[src/rtl/mem_arbiter_pkg.sv]
// Shared memory-bus definitions for the cache/memory arbiter: bus commands,
// tag width and the owner encoding kept in the outstanding-load table.
package mem_arbiter_pkg;

    localparam int TAG_W = 4;

    typedef enum logic [1:0] {
        BUS_NONE  = 2'd0,
        BUS_LOAD  = 2'd1,
        BUS_STORE = 2'd2
    } bus_command_t;

    typedef enum logic {
        OWNER_I = 1'b0,
        OWNER_D = 1'b1
    } mem_owner_t;

endpackage

[src/rtl/mem_tag_owner_table.sv]
// Records which cache owns each outstanding load tag. One allocation write
// port and one lookup/clear port; allocation beats clear on the same tag.
module mem_tag_owner_table
    import mem_arbiter_pkg::*;
#(
    parameter int NUM_TAGS = 16
) (
    input  logic             clock,
    input  logic             reset,
    input  logic             alloc_en,
    input  logic [TAG_W-1:0] alloc_tag,
    input  logic             alloc_owner,
    input  logic [TAG_W-1:0] ret_tag,
    output logic             ret_valid,
    output logic             ret_owner
);

    logic [NUM_TAGS-1:0] valid_q;
    logic [NUM_TAGS-1:0] owner_q;
    logic                alloc_in_range;
    logic                ret_in_range;

    assign alloc_in_range = (int'(alloc_tag) < NUM_TAGS);
    assign ret_in_range   = (ret_tag != '0) && (int'(ret_tag) < NUM_TAGS);

    always_comb begin
        ret_valid = 1'b0;
        ret_owner = 1'b0;
        if (ret_in_range) begin
            ret_valid = valid_q[ret_tag];
            ret_owner = owner_q[ret_tag];
        end
    end

    // The allocation write is placed after the clear so it takes precedence.
    always_ff @(posedge clock) begin
        if (reset) begin
            valid_q <= '0;
            owner_q <= '0;
        end else begin
            if (ret_in_range) begin
                valid_q[ret_tag] <= 1'b0;
            end
            if (alloc_en && alloc_in_range) begin
                valid_q[alloc_tag] <= 1'b1;
                owner_q[alloc_tag] <= alloc_owner;
            end
        end
    end

endmodule

[src/rtl/mem_arbiter.sv]
// Merges icache and dcache memory ports onto one memory bus with dcache
// priority, an icache anti-starvation counter, and tag-based return routing.
module mem_arbiter
    import mem_arbiter_pkg::*;
#(
    parameter int STARVE_LIMIT = 4,
    parameter int NUM_TAGS     = 16
) (
    input  logic             clock,
    input  logic             reset,
    input  logic [1:0]       proc2Imem_command,
    input  logic [63:0]      proc2Imem_addr,
    input  logic [1:0]       proc2Dmem_command,
    input  logic [63:0]      proc2Dmem_addr,
    input  logic [63:0]      proc2Dmem_data,
    input  logic [TAG_W-1:0] mem2proc_response,
    input  logic [63:0]      mem2proc_data,
    input  logic [TAG_W-1:0] mem2proc_tag,
    output logic [1:0]       proc2mem_command,
    output logic [63:0]      proc2mem_addr,
    output logic [63:0]      proc2mem_data,
    output logic [TAG_W-1:0] Imem2proc_response,
    output logic [TAG_W-1:0] Dmem2proc_response,
    output logic [63:0]      Imem2proc_data,
    output logic [63:0]      Dmem2proc_data,
    output logic [TAG_W-1:0] Imem2proc_tag,
    output logic [TAG_W-1:0] Dmem2proc_tag,
    output logic             arb_err
);

    localparam logic [3:0] STARVE_MAX = 4'(STARVE_LIMIT);

    logic       i_req;
    logic       d_req;
    logic       grant_i;
    logic       grant_d;
    logic [3:0] starve_cnt;
    logic       alloc_en;
    logic       ret_valid;
    logic       ret_owner;
    logic       ret_hit;
    logic       arb_err_q;

    assign i_req = (proc2Imem_command != BUS_NONE);
    assign d_req = (proc2Dmem_command != BUS_NONE);

    // dcache normally wins; a starved icache takes one cycle back.
    assign grant_d = d_req && !(i_req && (starve_cnt == STARVE_MAX));
    assign grant_i = i_req && !grant_d;

    always_comb begin
        proc2mem_command = BUS_NONE;
        proc2mem_addr    = '0;
        proc2mem_data    = '0;
        if (grant_d) begin
            proc2mem_command = proc2Dmem_command;
            proc2mem_addr    = proc2Dmem_addr;
            proc2mem_data    = proc2Dmem_data;
        end else if (grant_i) begin
            proc2mem_command = proc2Imem_command;
            proc2mem_addr    = proc2Imem_addr;
        end
    end

    assign Imem2proc_response = grant_i ? mem2proc_response : '0;
    assign Dmem2proc_response = grant_d ? mem2proc_response : '0;

    assign alloc_en = (grant_i || grant_d) && (proc2mem_command == BUS_LOAD)
                      && (mem2proc_response != '0);

    mem_tag_owner_table #(
        .NUM_TAGS (NUM_TAGS)
    ) u_owner_table (
        .clock       (clock),
        .reset       (reset),
        .alloc_en    (alloc_en),
        .alloc_tag   (mem2proc_response),
        .alloc_owner (grant_d ? OWNER_D : OWNER_I),
        .ret_tag     (mem2proc_tag),
        .ret_valid   (ret_valid),
        .ret_owner   (ret_owner)
    );

    assign ret_hit = (mem2proc_tag != '0) && ret_valid;

    assign Imem2proc_tag  = (ret_hit && ret_owner == OWNER_I) ? mem2proc_tag  : '0;
    assign Imem2proc_data = (ret_hit && ret_owner == OWNER_I) ? mem2proc_data : '0;
    assign Dmem2proc_tag  = (ret_hit && ret_owner == OWNER_D) ? mem2proc_tag  : '0;
    assign Dmem2proc_data = (ret_hit && ret_owner == OWNER_D) ? mem2proc_data : '0;

    always_ff @(posedge clock) begin
        if (reset) begin
            starve_cnt <= '0;
            arb_err_q  <= 1'b0;
        end else begin
            if (i_req && !grant_i) begin
                if (starve_cnt != STARVE_MAX) begin
                    starve_cnt <= starve_cnt + 4'd1;
                end
            end else begin
                starve_cnt <= '0;
            end
            if ((mem2proc_tag != '0) && !ret_valid) begin
                arb_err_q <= 1'b1;
            end
        end
    end

    assign arb_err = arb_err_q;

endmodule

[config.mk]
export PLATFORM = sky130hd
export DESIGN_NAME = mem_arbiter
export DESIGN_NICKNAME = d
export VERILOG_FILES = /design/src/rtl/mem_arbiter_pkg.sv /design/src/rtl/mem_tag_owner_table.sv /design/src/rtl/mem_arbiter.sv
export SDC_FILE = /design/constraint.sdc
export NUM_CORES = 1
export LEC_CHECK = 0
export CAP_MARGIN = 25
export CELL_PAD_IN_SITES_DETAIL_PLACEMENT = 2
export CELL_PAD_IN_SITES_GLOBAL_PLACEMENT = 2
export CORE_AREA = 4 4 209 211
export DETAILED_ROUTE_END_ITERATION = 10
export DIE_AREA = 0 0 213 215
export PLACE_DENSITY = 0.78
export SLEW_MARGIN = 20
export SYNTH_ARGS = -nofsm -noshare
export SYNTH_HDL_FRONTEND = slang
export SYNTH_SLANG_ARGS = --single-unit
[constraint.sdc]
create_clock -name clock -period 3 [get_ports clock]
set_clock_uncertainty 0.1 [all_clocks]
set_input_delay 0.6 -clock clock [delete_from_list [all_inputs] [get_ports clock]]
set_output_delay 0.6 -clock clock [all_outputs]
set_load 0.02 [all_outputs]
==> results of run 1 <==
[routing by layer]
| layer | wire length (um) | up-vias | global-route usage [%] | share of wire (%) |
|---|---|---|---|---|
| li1 | - | 3276 | - | - |
| met1 | 16780 | 3603 | 18.74 | 34 |
| met4 | 1934 | 0 | 5.540 | 3.9 |
| met3 | 3165 | 58 | 3.588 | 6.4 |
| met2 | 27770 | 406 | 40.27 | 56 |
| met5 | 0 | - | 0 | 0 |
[state kept, by name, indices dropped and copies added, names as in the netlist]
name                   cells
u_owner_table.owner_q     16
u_owner_table.valid_q     15
starve_cnt                 4
arb_err                    1
[power breakdown]
group          switching [mW]  total, mW  internal, mW
logic                   0.900       1.96          1.06
clock network           0.192      0.494         0.302
registers             0.00679      0.496         0.489
total                    1.10       2.95          1.85
[kinds of logic after synthesis]
group                      count (synthesis)  synth area share (%)
AOI/OAI and AO/OA                        123                 22.10
xor gates and xnor gates                   1                0.2158
adders and majority gates                  2                0.6164
buffers and inverters                     70                 9.957
DFF                                       36                 17.76
muxes                                     24                 8.076
and+or+nand+nor                          285                 41.28
[worst register-to-register path, cell delays in order (launching register included)]
cell and delay, ps:
dfxtp_2 330, inv_1 60, ha_2 200, and3b_2 280
nor3_2 70, buf_4 170, o21ai_0 470, mux2i_1 230
[layout by cell type (no fill, tap or decap), drive strengths merged, types with 2 or more instances in the layout]
master / synthesis / layout
diode: 0 / 2
inv: 8 / 8
or2: 3 / 3
dlymetal6s2s: 0 / 2
clkdlybuf4s50: 0 / 263
mux4: 6 / 6
dlygate4sd2: 0 / 13
buf: 27 / 371
bufbuf: 0 / 3
nand3: 3 / 3
mux2i: 17 / 17
nor3: 8 / 8
o21ai: 31 / 31
a21oi: 20 / 20
nand3b: 2 / 2
ha: 2 / 2
and2: 72 / 72
dfxtp: 36 / 36
clkbuf: 35 / 54
clkdlybuf4s15: 0 / 3
nand2: 21 / 21
nor2: 26 / 26
nor2b: 3 / 3
and3: 135 / 135
nand2b: 7 / 7
a22o: 64 / 64
[layout make-up]
type,instances,area [um^2]
inverter,8,30.03
timing repair buffer,703,8030
multi-input combinational,435,3794
clock inverter,1,5.005
fill,4507,28370
clock buffer,6,128.9
antenna,2,5.005
tap,539,674.4
sequential,36,723.2
[repair_timing]
| action | in CTS | in global routing |
|---|---|---|
| setup buffers | 60 | 23 |
| pin swaps | 30 | 48 |
| cloned | 31 | 6 |
| endpoints found under the hold margin | 0 | 0 |
| gates resized for setup | 1101 | 190 |
| setup endpoints to repair | 255 | 242 |
[how the worst min path moves through the flow]
stage,from,to,cells past startpoint
finish,starve_cnt[0],starve_cnt[0],1
floorplan,starve_cnt[0],starve_cnt[0],1
detailed placement,arb_err,arb_err,2
global route,starve_cnt[0],starve_cnt[0],1
CTS,starve_cnt[0],starve_cnt[0],1
global placement,starve_cnt[0],starve_cnt[0],1
==> impl_metrics.env, run 1 <==
export IMPL_worst_path_buf_inv=7
export IMPL_cp_max_fo=7
export IMPL_path_class="primary input to output port"
export IMPL_num_rows=75
export IMPL_setup_viol_count_final=135
export IMPL_r2r_setup_slack_ps=1010
export IMPL_final_cells=1730
export IMPL_core_mm2=0.04176
export IMPL_synth_top_cell_by_area="and3_1"
export IMPL_min_period_ps=3243
export IMPL_synth_main_ff_cell="dfxtp_1"
export IMPL_grt_pass1_vias=8100
export IMPL_finalInstanceArea_mm2=0.01339
export IMPL_cpLargestDelayFamily="buffers and inverters"
export IMPL_drt_iter0_drc=271
export IMPL_cts_clk_slew_worst_paths_ps=50
export IMPL_dpl_instance_area_mm2=0.01061
export IMPL_start_kind="primary input"
export IMPL_total_leakage_power_nw=5.779
export IMPL_r2r_cells=7
export IMPL_min_path_type="register to register"
export IMPL_synth_edf_count=0
export IMPL_hpwl_mm=34.18
export IMPL_fp_dieW_um=213
export IMPL_nets=1461
export IMPL_cp_required_ps=2300
export IMPL_cp_startpoint="mem2proc_tag[1]"
export IMPL_fin_crit_sh_pct=108.1
export IMPL_ys_seq_area_share_pct=17.76
export IMPL_gp_congestion=0.8436
export IMPL_cts_buffer_depth=2
export IMPL_relSlewSlack_pct=62.77
export IMPL_critPathCaptureType="output port"
export IMPL_drive_gt1_share_pct=51.47
export IMPL_wl_per_cell_um=28.70
export IMPL_tightestPinTransition_ps=552.7
export IMPL_drv_cap=0
export IMPL_grt_pass1_wl_mm=63.83
export IMPL_ir_drop_mv=0.1737
export IMPL_first_pass_iters=4
export IMPL_crit_chain="buf_8, buf_6, mux2i_1, a221o_1, o211ai_4, buf_12, buf_12, buf_12, buf_6, and3_4, buf_6"
export IMPL_clock_sinks=36
export IMPL_rsz0062_at_grt="true"
export IMPL_area_growth_pct=229.9
export IMPL_synthTopCellsByArea="and3_1, dfxtp_1, a22o_1, and2_1, mux2i_1"
export IMPL_drv_slew=0
export IMPL_synthTopCellsByCount="and3_1, and2_1, a22o_1, dfxtp_1, clkbuf_1"
export IMPL_num_vias=7343
export IMPL_io_pins=545
export IMPL_violations="setup timing"
export IMPL_grt_max_degree=36
export IMPL_start_util_pct=9.720
export IMPL_synth_seq_cells=36
export IMPL_ys_warn_count=0
export IMPL_totalWireLength_mm=49.65
export IMPL_crit_arrival_ps=2540
export IMPL_grt_overflow_total=0
export IMPL_cp_num_cells=11
export IMPL_rr_endpoint="u_owner_table.owner_q[2]"
export IMPL_tritoncts="built"
export IMPL_setup_ws_ps=-243.1
export IMPL_fmax_ghz=0.3083
export IMPL_synth_top_area_share_pct=20.65
export IMPL_die_h_um=215
export IMPL_whs_ps=339.1
export IMPL_ctsHtreeMaxLevel=2
export IMPL_cts_made_buffers=5
export IMPL_clk_latency_ps=280
export IMPL_regToRegStartpoint="starve_cnt[0]"
export IMPL_remaining_drc_errors=0
export IMPL_hold_viol_final=0
export IMPL_ant_nets=0
export IMPL_synth_async_sr_flop_share_pct=0
export IMPL_final_util_pct=32.07
export IMPL_status="finished with violations"
export IMPL_p_per_area_mw_per_mm2=220.4
export IMPL_port_buffers=544
export IMPL_crit_slowest_cell="a221o_1"
export IMPL_dp_cells=1617
export IMPL_antenna_found_initial=1
export IMPL_syn_area_per_cell_um2=7.503
export IMPL_syn_area_mm2=0.004059
export IMPL_dp_slack_ps=-973.9
export IMPL_viasPerCell=4.245
export IMPL_clock_root_buffer="clkbuf_16"
export IMPL_yosysMostFrequentCell="and3_1"
export IMPL_cp_slowest_stage_delay_ps=420
export IMPL_grt_total_usage_pct=19.35
export IMPL_worstSetupEndpoint="Dmem2proc_data[24]"
export IMPL_syn_inst=541
export IMPL_totalPowerFinal_mw=2.952
export IMPL_finalSetupTns_ps=-19670
export IMPL_hold_buffers=0
export IMPL_die_area_mm2=0.04580
export IMPL_synth_nets=813
export IMPL_synth_distinct_cells=43
Note: power is estimated with default switching activity, not from simulation.
==> run 2: changes to the inputs <==
GPL_TIMING_DRIVEN = 0   (was unset)
==> impl_metrics.env, run 2 (synthesized netlist as in run 1, its figures left out) <==
export IMPL_hold_viol_final=0
export IMPL_p_switching_mw=0.9990
export IMPL_totalWireLength_mm=43.50
export IMPL_ant_nets=0
export IMPL_cts_clk_slew_worst_paths_ps=50
export IMPL_grt_pass1_vias=7681
export IMPL_violations="setup timing"
export IMPL_power_frac_comb_pct=59.1
export IMPL_nets=1397
export IMPL_total_leakage_power_nw=4.994
export IMPL_grt_max_degree=13
export IMPL_finalInstanceArea_mm2=0.01153
export IMPL_status="finished with violations"
export IMPL_tritoncts="built"
export IMPL_min_period_ps=3121
export IMPL_io_pins=545
export IMPL_clock_sinks=36
export IMPL_wl_per_cell_um=26.11
export IMPL_grt_total_usage_pct=17.01
export IMPL_cts_buffer_depth=2
export IMPL_reg_top3="u_owner_table.owner_q: 16 flops, u_owner_table.valid_q: 15 flops, starve_cnt: 4 flops"
export IMPL_fp_dieW_um=213
export IMPL_grt_overflow_total=0
export IMPL_critPathCaptureType="output port"
export IMPL_relSlewSlack_pct=57.81
export IMPL_setup_ws_ps=-120.8
export IMPL_core_mm2=0.04176
export IMPL_largest_reg_flops=16
export IMPL_ir_drop_mv=0.2246
export IMPL_start_kind="primary input"
export IMPL_clock_root_buffer="clkbuf_16"
export IMPL_area_growth_pct=184.2
export IMPL_p_sw_share_pct=37.56
export IMPL_p_per_area_mw_per_mm2=230.6
export IMPL_clk_latency_ps=280
export IMPL_multi_input_area_mm2=0.003602
export IMPL_rsz0062_at_grt="true"
export IMPL_num_rows=75
export IMPL_drv_slew=0
export IMPL_viasPerCell=4.193
export IMPL_p_seq_share_pct=18.6
export IMPL_cp_common_cell="buf_12"
export IMPL_tightestPinTransition_ps=629.0
export IMPL_drive_gt1_share_pct=42.18
export IMPL_regArea_um2=721.9
export IMPL_port_buffers=541
export IMPL_die_h_um=215
export IMPL_antenna_found_initial=0
export IMPL_hold_buffers=0
export IMPL_path_class="primary input to output port"
export IMPL_cp_max_fo=7
export IMPL_internal_power_mw=1.661
export IMPL_num_fill_cells=4705
export IMPL_remaining_drc_errors=0
export IMPL_drt_iter0_drc=185
export IMPL_fin_crit_sh_pct=104.0
export IMPL_first_pass_iters=4
export IMPL_largest_register="u_owner_table.owner_q"
export IMPL_final_util_pct=27.62
export IMPL_setup_viol_count_final=107
export IMPL_cp_slowest_stage_delay_ps=540
export IMPL_min_path_type="register to register"
export IMPL_start_util_pct=9.720
export IMPL_mostFrequentLayoutCell="clkdlybuf4s50_1"
export IMPL_hpwl_mm=36.25
export IMPL_die_area_mm2=0.04580
export IMPL_totalPowerFinal_mw=2.660
export IMPL_cts_made_buffers=5
export IMPL_fmax_ghz=0.3204
export IMPL_clock_power_share_pct=22.3
export IMPL_dpl_instance_area_mm2=0.01015
export IMPL_crit_arrival_ps=2420
export IMPL_ctsHtreeMaxLevel=2
export IMPL_grt_pass1_wl_mm=56.97
export IMPL_cp_required_ps=2300
export IMPL_num_vias=6985
export IMPL_layout_common_cells="clkdlybuf4s50_1, buf_6, and3_4"
export IMPL_drv_cap=0
export IMPL_crit_slowest_cell="mux4_2"
export IMPL_crit_chain="buf_12, mux4_2, nor2_4, o211ai_4, buf_12, buf_12, bufbuf_16, and3_1, buf_2"
export IMPL_gp_congestion=0.8611
export IMPL_whs_ps=346.6
-- run 2: what timing repair did --
item                        CTS  global route
cloned                       11             3
pin swaps                    24            11
setup endpoints to repair   273           235
setup buffers                17            12
resized for setup          1214           290
-- run 2: per-stage QoR --
step,worst slack [ps],setup TNS (ps),cells
6_report,-120.8,-7796,1666
5_1_grt,-181.1,-16010,1665
4_1_cts,-220.2,-14030,1657
3_5_place_dp,-1648,-292070,1621
3_3_place_gp,-1612,-286040,1621
2_1_floorplan,205.7,0,541
-- run 2: critical path, delay by kind of cell --
family / cells / cell delay, ps
compound gates: 1 / 100
buf+inv: 5 / 830
mux: 1 / 540
simple gates: 2 / 340
-- run 2: final timing paths --
kind | endpoint | from | cells past startpoint | slack (ps)
worst min-delay path | starve_cnt[0] | starve_cnt[0] | 1 | 350
worst max-delay path | Dmem2proc_data[12] | mem2proc_tag[1] | 9 | -120
worst min register to register | starve_cnt[0] | starve_cnt[0] | 1 | 350
worst max register to register | u_owner_table.owner_q[2] | starve_cnt[0] | 7 | 660
-- run 2: layout make-up --
type                       instances  share of cell area (%)
clock buffer                       5                   1.085
inverter                           8                  0.2603
antenna                            1                 0.02169
multi-input combinational        435                   31.23
clock inverter                     3                  0.3688
timing repair buffer             580                   49.63
tap                              539                   5.847
buffer                            59                   5.304
sequential                        36                   6.259
-- run 2: power groups by stage --
| stage | registers (mW) | clock network [mW] | logic [mW] |
|---|---|---|---|
| 3_5_place_dp | 0.505 | 0 | 1.52 |
| 3_3_place_gp | 0.504 | 0 | 1.51 |
| 5_1_grt | 0.496 | 0.630 | 1.65 |
| 2_1_floorplan | 0.505 | 0 | 0.549 |
| 4_1_cts | 0.495 | 0.608 | 1.56 |
| 6_report | 0.495 | 0.593 | 1.57 |
-- run 2: metal layers --
metal,track usage (%),share of wire (%),up-vias
li1,-,-,3138
met1,16.69,34,3427
met2,35.01,55,372
met3,2.975,6.4,48
met4,5.433,4.2,0
met5,0,0,-
==> run 3: changes to the inputs <==
SKIP_LAST_GASP = 1   (was unset)
==> impl_metrics.env, run 3 (synthesized netlist as in run 1, its figures left out) <==
export IMPL_finalSetupTns_ps=-9629
export IMPL_grt_overflow_total=0
export IMPL_nets=1390
export IMPL_total_leakage_power_nw=4.931
export IMPL_internal_power_mw=1.654
export IMPL_p_seq_share_pct=18.7
export IMPL_clock_root_buffer="clkbuf_16"
export IMPL_totalWireLength_mm=42.76
export IMPL_antenna_found_initial=0
export IMPL_ctsHtreeMaxLevel=2
export IMPL_crit_slowest_cell="mux4_2"
export IMPL_hpwl_mm=36.25
export IMPL_critPathCaptureType="output port"
export IMPL_crit_chain="buf_12, mux4_2, nor2_4, o211ai_4, buf_12, buf_12, buf_16, buf_6, and3_1, buf_4"
export IMPL_largest_register="u_owner_table.owner_q"
export IMPL_status="finished with violations"
export IMPL_cpLargestDelayFamily="buffers and inverters"
export IMPL_gp_congestion=0.8611
export IMPL_p_switching_mw=0.9898
export IMPL_dpl_instance_area_mm2=0.01015
export IMPL_worst_path_buf_inv=6
export IMPL_grt_pass1_wl_mm=56.86
export IMPL_relSlewSlack_pct=57.81
export IMPL_viasPerCell=4.149
export IMPL_num_vias=6883
export IMPL_min_period_ps=3140
export IMPL_remaining_drc_errors=0
export IMPL_crit_arrival_ps=2440
export IMPL_cp_required_ps=2300
export IMPL_whs_ps=346.7
export IMPL_tritoncts="built"
export IMPL_start_util_pct=9.720
export IMPL_p_per_area_mw_per_mm2=235.5
export IMPL_reg_top3="u_owner_table.owner_q: 16 flops, u_owner_table.valid_q: 15 flops, starve_cnt: 4 flops"
export IMPL_die_area_mm2=0.04580
export IMPL_area_growth_pct=176.5
export IMPL_dp_slack_ps=-1648
export IMPL_first_pass_iters=4
export IMPL_hold_viol_final=0
export IMPL_cts_made_buffers=5
export IMPL_fmax_ghz=0.3184
export IMPL_ant_nets=0
export IMPL_violations="setup timing"
export IMPL_clock_power_share_pct=22.4
export IMPL_fin_crit_sh_pct=104.7
export IMPL_num_rows=75
export IMPL_path_class="primary input to output port"
export IMPL_clock_sinks=36
export IMPL_finalInstanceArea_mm2=0.01122
export IMPL_power_frac_comb_pct=58.9
export IMPL_ir_drop_mv=0.2258
export IMPL_num_fill_cells=4732
export IMPL_rsz0062_at_grt="true"
export IMPL_final_util_pct=26.88
export IMPL_drt_iter0_drc=202
export IMPL_fp_dieW_um=213
export IMPL_setup_viol_count_final=118
export IMPL_core_mm2=0.04176
export IMPL_die_h_um=215
export IMPL_clk_latency_ps=280
export IMPL_cp_max_fo=10
export IMPL_mostFrequentLayoutCell="clkdlybuf4s50_1"
export IMPL_io_pins=545
export IMPL_drv_cap=0
export IMPL_port_buffers=541
export IMPL_tightestPinTransition_ps=629.0
export IMPL_cp_slowest_stage_delay_ps=540
export IMPL_wl_per_cell_um=25.78
export IMPL_drv_slew=0
export IMPL_cp_common_cell="buf_12"
export IMPL_cts_clk_slew_worst_paths_ps=50
export IMPL_largest_reg_flops=16
export IMPL_grt_max_degree=13
export IMPL_grt_pass1_vias=7660
export IMPL_p_sw_share_pct=37.44
export IMPL_grt_total_usage_pct=17.00
export IMPL_cts_buffer_depth=2
export IMPL_setup_ws_ps=-140.4
export IMPL_min_path_type="register to register"
export IMPL_drive_gt1_share_pct=39.23
export IMPL_start_kind="primary input"
export IMPL_layout_common_cells="clkdlybuf4s50_1, buf_6, and3_4"
## run 3: cell type report
cell class	count	area [um^2]	area share [%]
buffer	61	639.4	5.696
clock inverter	3	42.54	0.3790
tap	539	674.4	6.008
timing repair buffer	571	5534	49.30
inverter	8	30.03	0.2675
clock buffer	5	125.1	1.115
antenna	1	2.502	0.02229
sequential	36	721.9	6.432
multi-input combinational	435	3455	30.78
## run 3: per-layer routing
layer / GRT usage [%] / share of wire [%] / up-vias
li1: - / - / 3126
met1: 16.63 / 34 / 3356
met2: 34.87 / 56 / 361
met3: 2.917 / 6.4 / 40
met4: 5.884 / 3.7 / 0
met5: 0 / 0 / -
## run 3: power by group through the flow
stage / sequential (mW) / combinational (mW) / clock, mW
floorplan: 0.505 / 0.549 / 0
global placement: 0.504 / 1.51 / 0
detailed placement: 0.505 / 1.52 / 0
CTS: 0.495 / 1.55 / 0.608
global route: 0.496 / 1.63 / 0.630
finish: 0.495 / 1.56 / 0.592
## run 3: worst paths after layout
kind | start | to | slack (ps) | cells past startpoint
setup reg to reg | starve_cnt[0] | u_owner_table.owner_q[2] | 660 | 7
setup / recovery | mem2proc_tag[1] | Dmem2proc_data[33] | -140 | 10
hold / removal | starve_cnt[0] | starve_cnt[0] | 350 | 1
hold reg to reg | starve_cnt[0] | starve_cnt[0] | 350 | 1
## run 3: worst reg2reg max path, cell delays in order (launching register included)
cell      delay [ps]
dfxtp_2          330
inv_1             90
ha_4             160
nand4b_1         130
a211oi_1         590
clkbuf_1         340
o21ai_0          290
mux2i_1          180
## run 3: through the flow
stage               instances  power, mW
floorplan                 541      1.054
global placement         1621      2.012
detailed placement       1621      2.030
CTS                      1657      2.655
global route             1658      2.757
finish                   1659      2.644
## run 3: repair_timing
action	4_1_cts	5_1_grt
hold buffers	0	0
pin swaps	21	7
setup endpoints to repair	273	235
buffers inserted	17	7
gates resized for setup	1169	209
gates cloned	11	1
